===== src/rtl/log_xbar_pkg.sv =====
// Shared helpers for the logarithmic crossbar.
// Provides the index-width function used to size ports.
package log_xbar_pkg;

  // Width of an index into n items; never zero.
  function automatic int idx_width(input int n);
    return (n > 1) ? $clog2(n) : 1;
  endfunction

endpackage


===== src/rtl/log_xbar_rr_arb.sv =====
// Lock-in round-robin arbiter, one per crossbar target.
// Ports: clk_i/rst_ni (sync, active-low), rr_i external
// pointer, req_i/gnt_o/data_i master side, req_o/gnt_i/
// data_o target side.
module log_xbar_rr_arb
  import log_xbar_pkg::*;
#(
  parameter int unsigned NumIn     = 4,
  parameter int unsigned DataWidth = 32,
  parameter bit          ExtPrio   = 1'b0,
  localparam int         IW        = idx_width(NumIn)
) (
  input  logic                       clk_i,
  input  logic                       rst_ni,
  input  logic [IW-1:0]              rr_i,
  input  logic [NumIn-1:0]           req_i,
  output logic [NumIn-1:0]           gnt_o,
  input  logic [NumIn*DataWidth-1:0] data_i,
  output logic                       req_o,
  input  logic                       gnt_i,
  output logic [DataWidth-1:0]       data_o
);

  if (NumIn == 1) begin : g_wire
    logic unused_in;
    assign unused_in = ^{clk_i, rst_ni, rr_i};
    assign req_o  = req_i[0];
    assign gnt_o  = req_i & gnt_i;
    assign data_o = req_i[0] ? data_i : '0;
  end else begin : g_arb
    logic [IW-1:0] rr_q;
    logic [IW-1:0] sel_q;
    logic          lock_q;
    logic [IW-1:0] ptr;
    logic [IW-1:0] sel;
    logic [IW-1:0] nxt;
    logic          found;
    int unsigned   idx;

    assign ptr = ExtPrio ? rr_i : rr_q;

    // A stalled selection stays put while its master
    // still asks; otherwise scan circularly from ptr.
    always_comb begin
      sel   = '0;
      found = 1'b0;
      idx   = '0;
      if (lock_q && req_i[sel_q]) begin
        sel   = sel_q;
        found = 1'b1;
      end else begin
        for (int i = 0; i < NumIn; i++) begin
          idx = (32'(ptr) + 32'(i)) % NumIn;
          if (!found && req_i[idx]) begin
            found = 1'b1;
            sel   = IW'(idx);
          end
        end
      end
    end

    assign req_o = |req_i;
    assign nxt   = (sel == IW'(NumIn - 1)) ?
                   '0 : sel + 1'b1;

    always_comb begin
      gnt_o = '0;
      if (gnt_i && found) gnt_o[sel] = 1'b1;
    end

    assign data_o = found ?
      data_i[sel*DataWidth +: DataWidth] : '0;

    always_ff @(posedge clk_i) begin
      if (!rst_ni) begin
        rr_q   <= '0;
        sel_q  <= '0;
        lock_q <= 1'b0;
      end else if (req_o) begin
        if (gnt_i) begin
          lock_q <= 1'b0;
          rr_q   <= nxt;
        end else begin
          lock_q <= 1'b1;
          sel_q  <= sel;
        end
      end else begin
        lock_q <= 1'b0;
      end
    end
  end

endmodule


===== src/rtl/log_xbar.sv =====
// NumIn x NumOut logarithmic crossbar for TCDM targets.
// Ports: clk_i, rst_ni (sync, active-low), rr_i priority,
// master side req_i/add_i/wen_i/wdata_i/gnt_o/vld_o/rdata_o,
// target side req_o/wdata_o/gnt_i/rdata_i.
// Macro LOG_XBAR_BROADCAST_EN sends every request to all
// targets; responses then come from target 0.
module log_xbar
  import log_xbar_pkg::*;
#(
  parameter int unsigned NumIn         = 4,
  parameter int unsigned NumOut        = 4,
  parameter int unsigned ReqDataWidth  = 32,
  parameter int unsigned RespDataWidth = 32,
  parameter int unsigned RespLat       = 1,
  parameter bit          WriteRespOn   = 1'b1,
  parameter bit          ExtPrio       = 1'b0,
  localparam int         IW = idx_width(NumIn),
  localparam int         AW = idx_width(NumOut)
) (
  input  logic clk_i,
  input  logic rst_ni,
  input  logic [NumOut*IW-1:0]           rr_i,
  input  logic [NumIn-1:0]               req_i,
  input  logic [NumIn*AW-1:0]            add_i,
  input  logic [NumIn-1:0]               wen_i,
  input  logic [NumIn*ReqDataWidth-1:0]  wdata_i,
  output logic [NumIn-1:0]               gnt_o,
  output logic [NumIn-1:0]               vld_o,
  output logic [NumIn*RespDataWidth-1:0] rdata_o,
  input  logic [NumOut-1:0]              gnt_i,
  output logic [NumOut-1:0]              req_o,
  output logic [NumOut*ReqDataWidth-1:0] wdata_o,
  input  logic [NumOut*RespDataWidth-1:0] rdata_i
);

  logic [NumOut-1:0][NumIn-1:0] treq;
  logic [NumOut-1:0][NumIn-1:0] tgnt;
  logic unused_add;

  assign unused_add = ^add_i;

  for (genvar k = 0; k < NumOut; k++) begin : g_arb
    log_xbar_rr_arb #(
      .NumIn     (NumIn),
      .DataWidth (ReqDataWidth),
      .ExtPrio   (ExtPrio)
    ) u_arb (
      .clk_i  (clk_i),
      .rst_ni (rst_ni),
      .rr_i   (rr_i[k*IW +: IW]),
      .req_i  (treq[k]),
      .gnt_o  (tgnt[k]),
      .data_i (wdata_i),
      .req_o  (req_o[k]),
      .gnt_i  (gnt_i[k]),
      .data_o (wdata_o[k*ReqDataWidth +: ReqDataWidth])
    );
  end

  // A master is granted only when every target it asked
  // agrees: one target in unicast, all in broadcast.
  always_comb begin
    for (int j = 0; j < NumIn; j++) begin
`ifdef LOG_XBAR_BROADCAST_EN
      gnt_o[j] = req_i[j];
      for (int k = 0; k < NumOut; k++)
        gnt_o[j] = gnt_o[j] & tgnt[k][j];
`else
      gnt_o[j] = 1'b0;
      for (int k = 0; k < NumOut; k++)
        gnt_o[j] = gnt_o[j] | tgnt[k][j];
      gnt_o[j] = gnt_o[j] & req_i[j];
`endif
    end
  end

  for (genvar j = 0; j < NumIn; j++) begin : g_mst
    logic [AW-1:0] add_in;
    logic          resp_in;
    logic [RespLat-1:0]         v_q;
    logic [RespLat-1:0][AW-1:0] a_q;
    logic [RespDataWidth-1:0]   rd;

`ifdef LOG_XBAR_BROADCAST_EN
    for (genvar k = 0; k < NumOut; k++) begin : g_tgt
      assign treq[k][j] = req_i[j];
    end
    assign add_in = '0;
`else
    if (NumOut == 1) begin : g_one
      assign treq[0][j] = req_i[j];
      assign add_in     = '0;
    end else begin : g_dec
      assign add_in = add_i[j*AW +: AW];
      for (genvar k = 0; k < NumOut; k++) begin : g_tgt
        assign treq[k][j] = req_i[j] &
                            (add_in == AW'(k));
      end
    end
`endif

    assign resp_in = gnt_o[j] &
                     (~wen_i[j] | WriteRespOn);

    always_ff @(posedge clk_i) begin
      if (!rst_ni) begin
        v_q <= '0;
        a_q <= '0;
      end else begin
        v_q[0] <= resp_in;
        a_q[0] <= add_in;
        for (int i = 1; i < RespLat; i++) begin
          v_q[i] <= v_q[i-1];
          a_q[i] <= a_q[i-1];
        end
      end
    end

    always_comb begin
      rd = '0;
      for (int k = 0; k < NumOut; k++)
        if (a_q[RespLat-1] == AW'(k))
          rd = rdata_i[k*RespDataWidth +: RespDataWidth];
    end

    assign vld_o[j] = v_q[RespLat-1];
    assign rdata_o[j*RespDataWidth +: RespDataWidth] = rd;
  end

endmodule


===== config.mk =====
export PLATFORM = sky130hd
export DESIGN_NAME = log_xbar
export DESIGN_NICKNAME = d
export VERILOG_FILES = /design/src/rtl/log_xbar_pkg.sv /design/src/rtl/log_xbar_rr_arb.sv /design/src/rtl/log_xbar.sv
export SDC_FILE = /design/constraint.sdc
export NUM_CORES = 1
export LEC_CHECK = 0
export CELL_PAD_IN_SITES_DETAIL_PLACEMENT = 2
export CELL_PAD_IN_SITES_GLOBAL_PLACEMENT = 2
export CORE_AREA = 5 5 210 212
export DETAILED_ROUTE_END_ITERATION = 12
export DIE_AREA = 0 0 215 217
export PLACE_DENSITY_LB_ADDON = 0.1
export SLEW_MARGIN = 20
export SYNTH_ARGS = -nofsm -noshare
export SYNTH_HDL_FRONTEND = slang
export SYNTH_SLANG_ARGS = --single-unit

===== constraint.sdc =====
create_clock -name clk_i -period 10.9 [get_ports clk_i]
set_input_delay 2.18 -clock clk_i [delete_from_list [all_inputs] [get_ports clk_i]]
set_output_delay 2.18 -clock clk_i [all_outputs]
set_load 0.05 [all_outputs]

==> impl_metrics.tcl <==
set metrics [dict create \
    status "completed" \
    min_path_type "reg2reg" \
    p_int_uw 693 \
    synth_cells 878 \
    p_sw_uw 827 \
    grt_pass1_vias 11104 \
    clockPowerShare_pct 11.0 \
    dr_wl_met2_mm 27.8 \
    max_stage_delay_ns 0.91 \
    path_cells "clkdlybuf4s50_1 -> and3_1 -> mux4_2 -> nand2_1 -> mux2i_4 -> buf_4 -> mux2i_1 -> o22ai_1 -> clkdlybuf4s50_1" \
    grt_pass1_wl_mm 80.0 \
    grt_max_degree 65 \
    avgSynthCellArea_um2 10.2 \
    routabilityCongestion 0.793 \
    place_area_um2 14800 \
    die_area_um2 46700 \
    vias 10275 \
    synthTopCellsByArea "mux4_2 32%, mux2i_1 29%, o22ai_1 9.1%, dfxtp_1 7.1%, buf_4 2.3%" \
    viasPerCell 5.43 \
    drc_errors 0 \
    maxCapViolations 0 \
    synth_simple_gate_area_share_pct 7.97 \
    setup_viol_count_final 0 \
    cellPowerDensity_nw_per_um2 101 \
    die_h_um 217 \
    postCtsHoldBufs 0 \
    ys_ff_latch 32 \
    cellLeakagePower_uw 0.00523 \
    p_comb_share_pct 80.3 \
    yosys.area.top_type_share_pct 32.4 \
    synth_top_family_by_area "multiplexers" \
    clk_pin_slew_ns 0.06 \
    worstPathMaxFanout 26 \
    wl_met1_mm 21.2 \
    syn-cell-area_um2 8970 \
    syn-num-nets 1175 \
    yosysUniqueCellTypes 62 \
    p_total_uw 1520 \
    rsz0062_at_grt "false" \
    fp.coreArea_um2 41800 \
    ys.flop_type "dfxtp_1" \
    clkSinkCount 32 \
    worst_pin_slew_ns 0.951 \
    worstSetupPathType "in2out" \
    cts_resized 0 \
    yosysSeqAreaShare_pct 7.14 \
    highest_layer "met5" \
    io_pins 554 \
    slowest_stage "clkdlybuf4s50_1" \
    numCtsBuffers 5 \
    hpwl_mm 42.9 \
    share_seq_of_total_power_pct 8.7 \
    wl_mm 54.9 \
    synthAdderAreaFrac_pct 1.54 \
    port_buffers 541 \
    cts_setup_buffers 0 \
    skew_ns 0.00937 \
    slew_violations 0 \
    die_w_um 215 \
    period_share_pct 80.1 \
    async_flop_share_pct 0 \
    ir_drop_mv 0.0490 \
    synth_warnings 0 \
    drt_iter0_drc 432 \
    swShare_pct 54.4 \
    fmax_mhz 115 \
    cts_tree "yes" \
    clk_latency_ns 0.29 \
    met3_length_mm 4.74 \
    post-route-min-period_ns 8.73 \
    grtUsageTotal_pct 22.2 \
    endpoint_kind "primary output" \
    nNetsFinal 1641 \
    cpMostUsedCell "clkdlybuf4s50_1" \
    start_util_pct 21.5 \
    drive_above_1_share_pct 13.6 \
    maxSlewHeadroom_pct 36.6 \
    firstDrtPassIters 4 \
    tns_ns 0 \
    fin_area_um2 15000 \
    synth_top_cell_by_area "mux4_2" \
    wl_per_cell_um 29.0 \
    required_ns 8.72 \
    area_growth_pct 67.0 \
    cts-root-buf "clkbuf_16" \
    row_count 75 \
    final-hold-violation-count 0 \
    cts_max_path_buffers 2 \
    synth.area.mux_share_pct 62.0 \
    grt-ovfl-total 0 \
    antenna_found_initial 13 \
    cp.arrival_ns 6.55 \
    synth_edf_count 0 \
    synth_xor_area_share_pct 0 \
    synth-compound-area-share_pct 14.7 \
    ant_nets 0 \
    h-tree-depth 2 \
    start_kind "input port" \
]
## path summary, 6_finish.rpt
kind	startpoint	endpoint	slack, ns	depth (start not counted)
max	req_i[0]	wdata_o[104]	2.17	9
min	g_arb[3].u_arb.g_arb.ptr[0]	g_arb[3].u_arb.g_arb.ptr[0]	0.52	2
min reg2reg	g_arb[3].u_arb.g_arb.ptr[0]	g_arb[3].u_arb.g_arb.ptr[0]	0.52	2
max reg2reg	g_arb[3].u_arb.g_arb.sel_q[1]	g_mst[2].v_q	7.92	9
## power by group through the flow
| stage | Clock [uW] | Sequential [uW] | Combinational, uW |
|---|---|---|---|
| 2_1_floorplan | 0 | 131 | 755 |
| 4_1_cts | 173 | 132 | 1230 |
| 3_3_place_gp | 0 | 135 | 1220 |
| 3_5_place_dp | 0 | 135 | 1230 |
| 6_report | 168 | 132 | 1220 |
| 5_1_grt | 177 | 133 | 1270 |
## synthesized netlist by cell type, types with 3 or more instances
library cell  number
ha_1              11
a32oi_1            4
nor3_1             6
nand3_1           14
clkbuf_1          39
mux4_2           129
a31oi_1            4
nand3b_1           9
o221ai_1           3
nor2_1            16
inv_1             12
buf_1             17
nand4_1            3
and3b_1            4
nand4bb_1          3
nor4bb_1           3
nor2b_1            5
o211ai_1           3
inv_2              4
nand2_1           24
a211oi_1           7
o21ai_0            4
o21ai_1            4
dfxtp_1           32
nor3b_1            3
buf_2             19
buf_4             28
a22oi_1            3
mux2i_1          264
a21oi_1           19
and2_1            15
and3_1             5
o22ai_1          130
## metal layers
| layer | track usage, % | vias to the layer above |
|---|---|---|
| met5 | 0 | - |
| met4 | 4.91 | 10 |
| met3 | 7.95 | 44 |
| met2 | 39.9 | 376 |
| met1 | 25.5 | 5256 |
| li1 | - | 4589 |
## worst max-delay path: cells and delay by family
| family | cells | cell delay, ns |
|---|---|---|
| and+or+nand+nor | 2 | 0.55 |
| muxes | 3 | 1.39 |
| buffers and inverters | 3 | 2.16 |
| AOI/OAI and AO/OA | 1 | 0.22 |
## through the flow
step	hold WS, ns	std cells	utilization, %	worst slack [ns]
detailed placement	0.511	1876	35.4	2.15
global route	0.538	1892	35.9	1.85
global placement	0.495	1876	35.4	2.14
finish	0.518	1893	35.9	2.17
CTS	0.519	1884	35.8	2.13
floorplan	0.453	878	-	4.01
## cells in the final DEF, fill, tap and decap left out, types with 12 or more instances in the layout
| master | count |
|---|---|
| and2_1 | 15 |
| inv_1 | 12 |
| a21oi_1 | 19 |
| nor2_1 | 16 |
| clkdlybuf4s50_1 | 541 |
| mux2i_1 | 263 |
| o22ai_1 | 130 |
| buf_4 | 21 |
| mux4_2 | 129 |
| nand3_1 | 14 |
| dfxtp_1 | 28 |
| nand2_1 | 24 |
## area by class of cell
class                   instances  area, um^2
multi-input cells             725        7810
flip-flops and latches         32         646
clock buffers                   5         125
fillers                      4520       26800
well taps                     539         674
inverters                      17        66.3
diodes                          9        22.5
repair buffers                563        5580
clock inverters                 3        46.3
## kinds of logic (layout without fill, tap and decap cells)
group,after synthesis,after routing
AOI/OAI and AO/OA,199,199
adders and majority gates,11,11
buffers and inverters,121,588
DFF,32,32
muxes,394,394
other,0,9
and+or+nand+nor,121,121
## registers in the layout, indices dropped and copies added, names as in the netlist
name	count
g_mst.v_q	4
g_arb.u_arb.g_arb.sel_q	8
g_mst.a_q	8
g_arb.u_arb.g_arb.lock_q	4
g_arb.u_arb.g_arb.ptr	8
No activity file was read; power rests on OpenSTA's default activity.
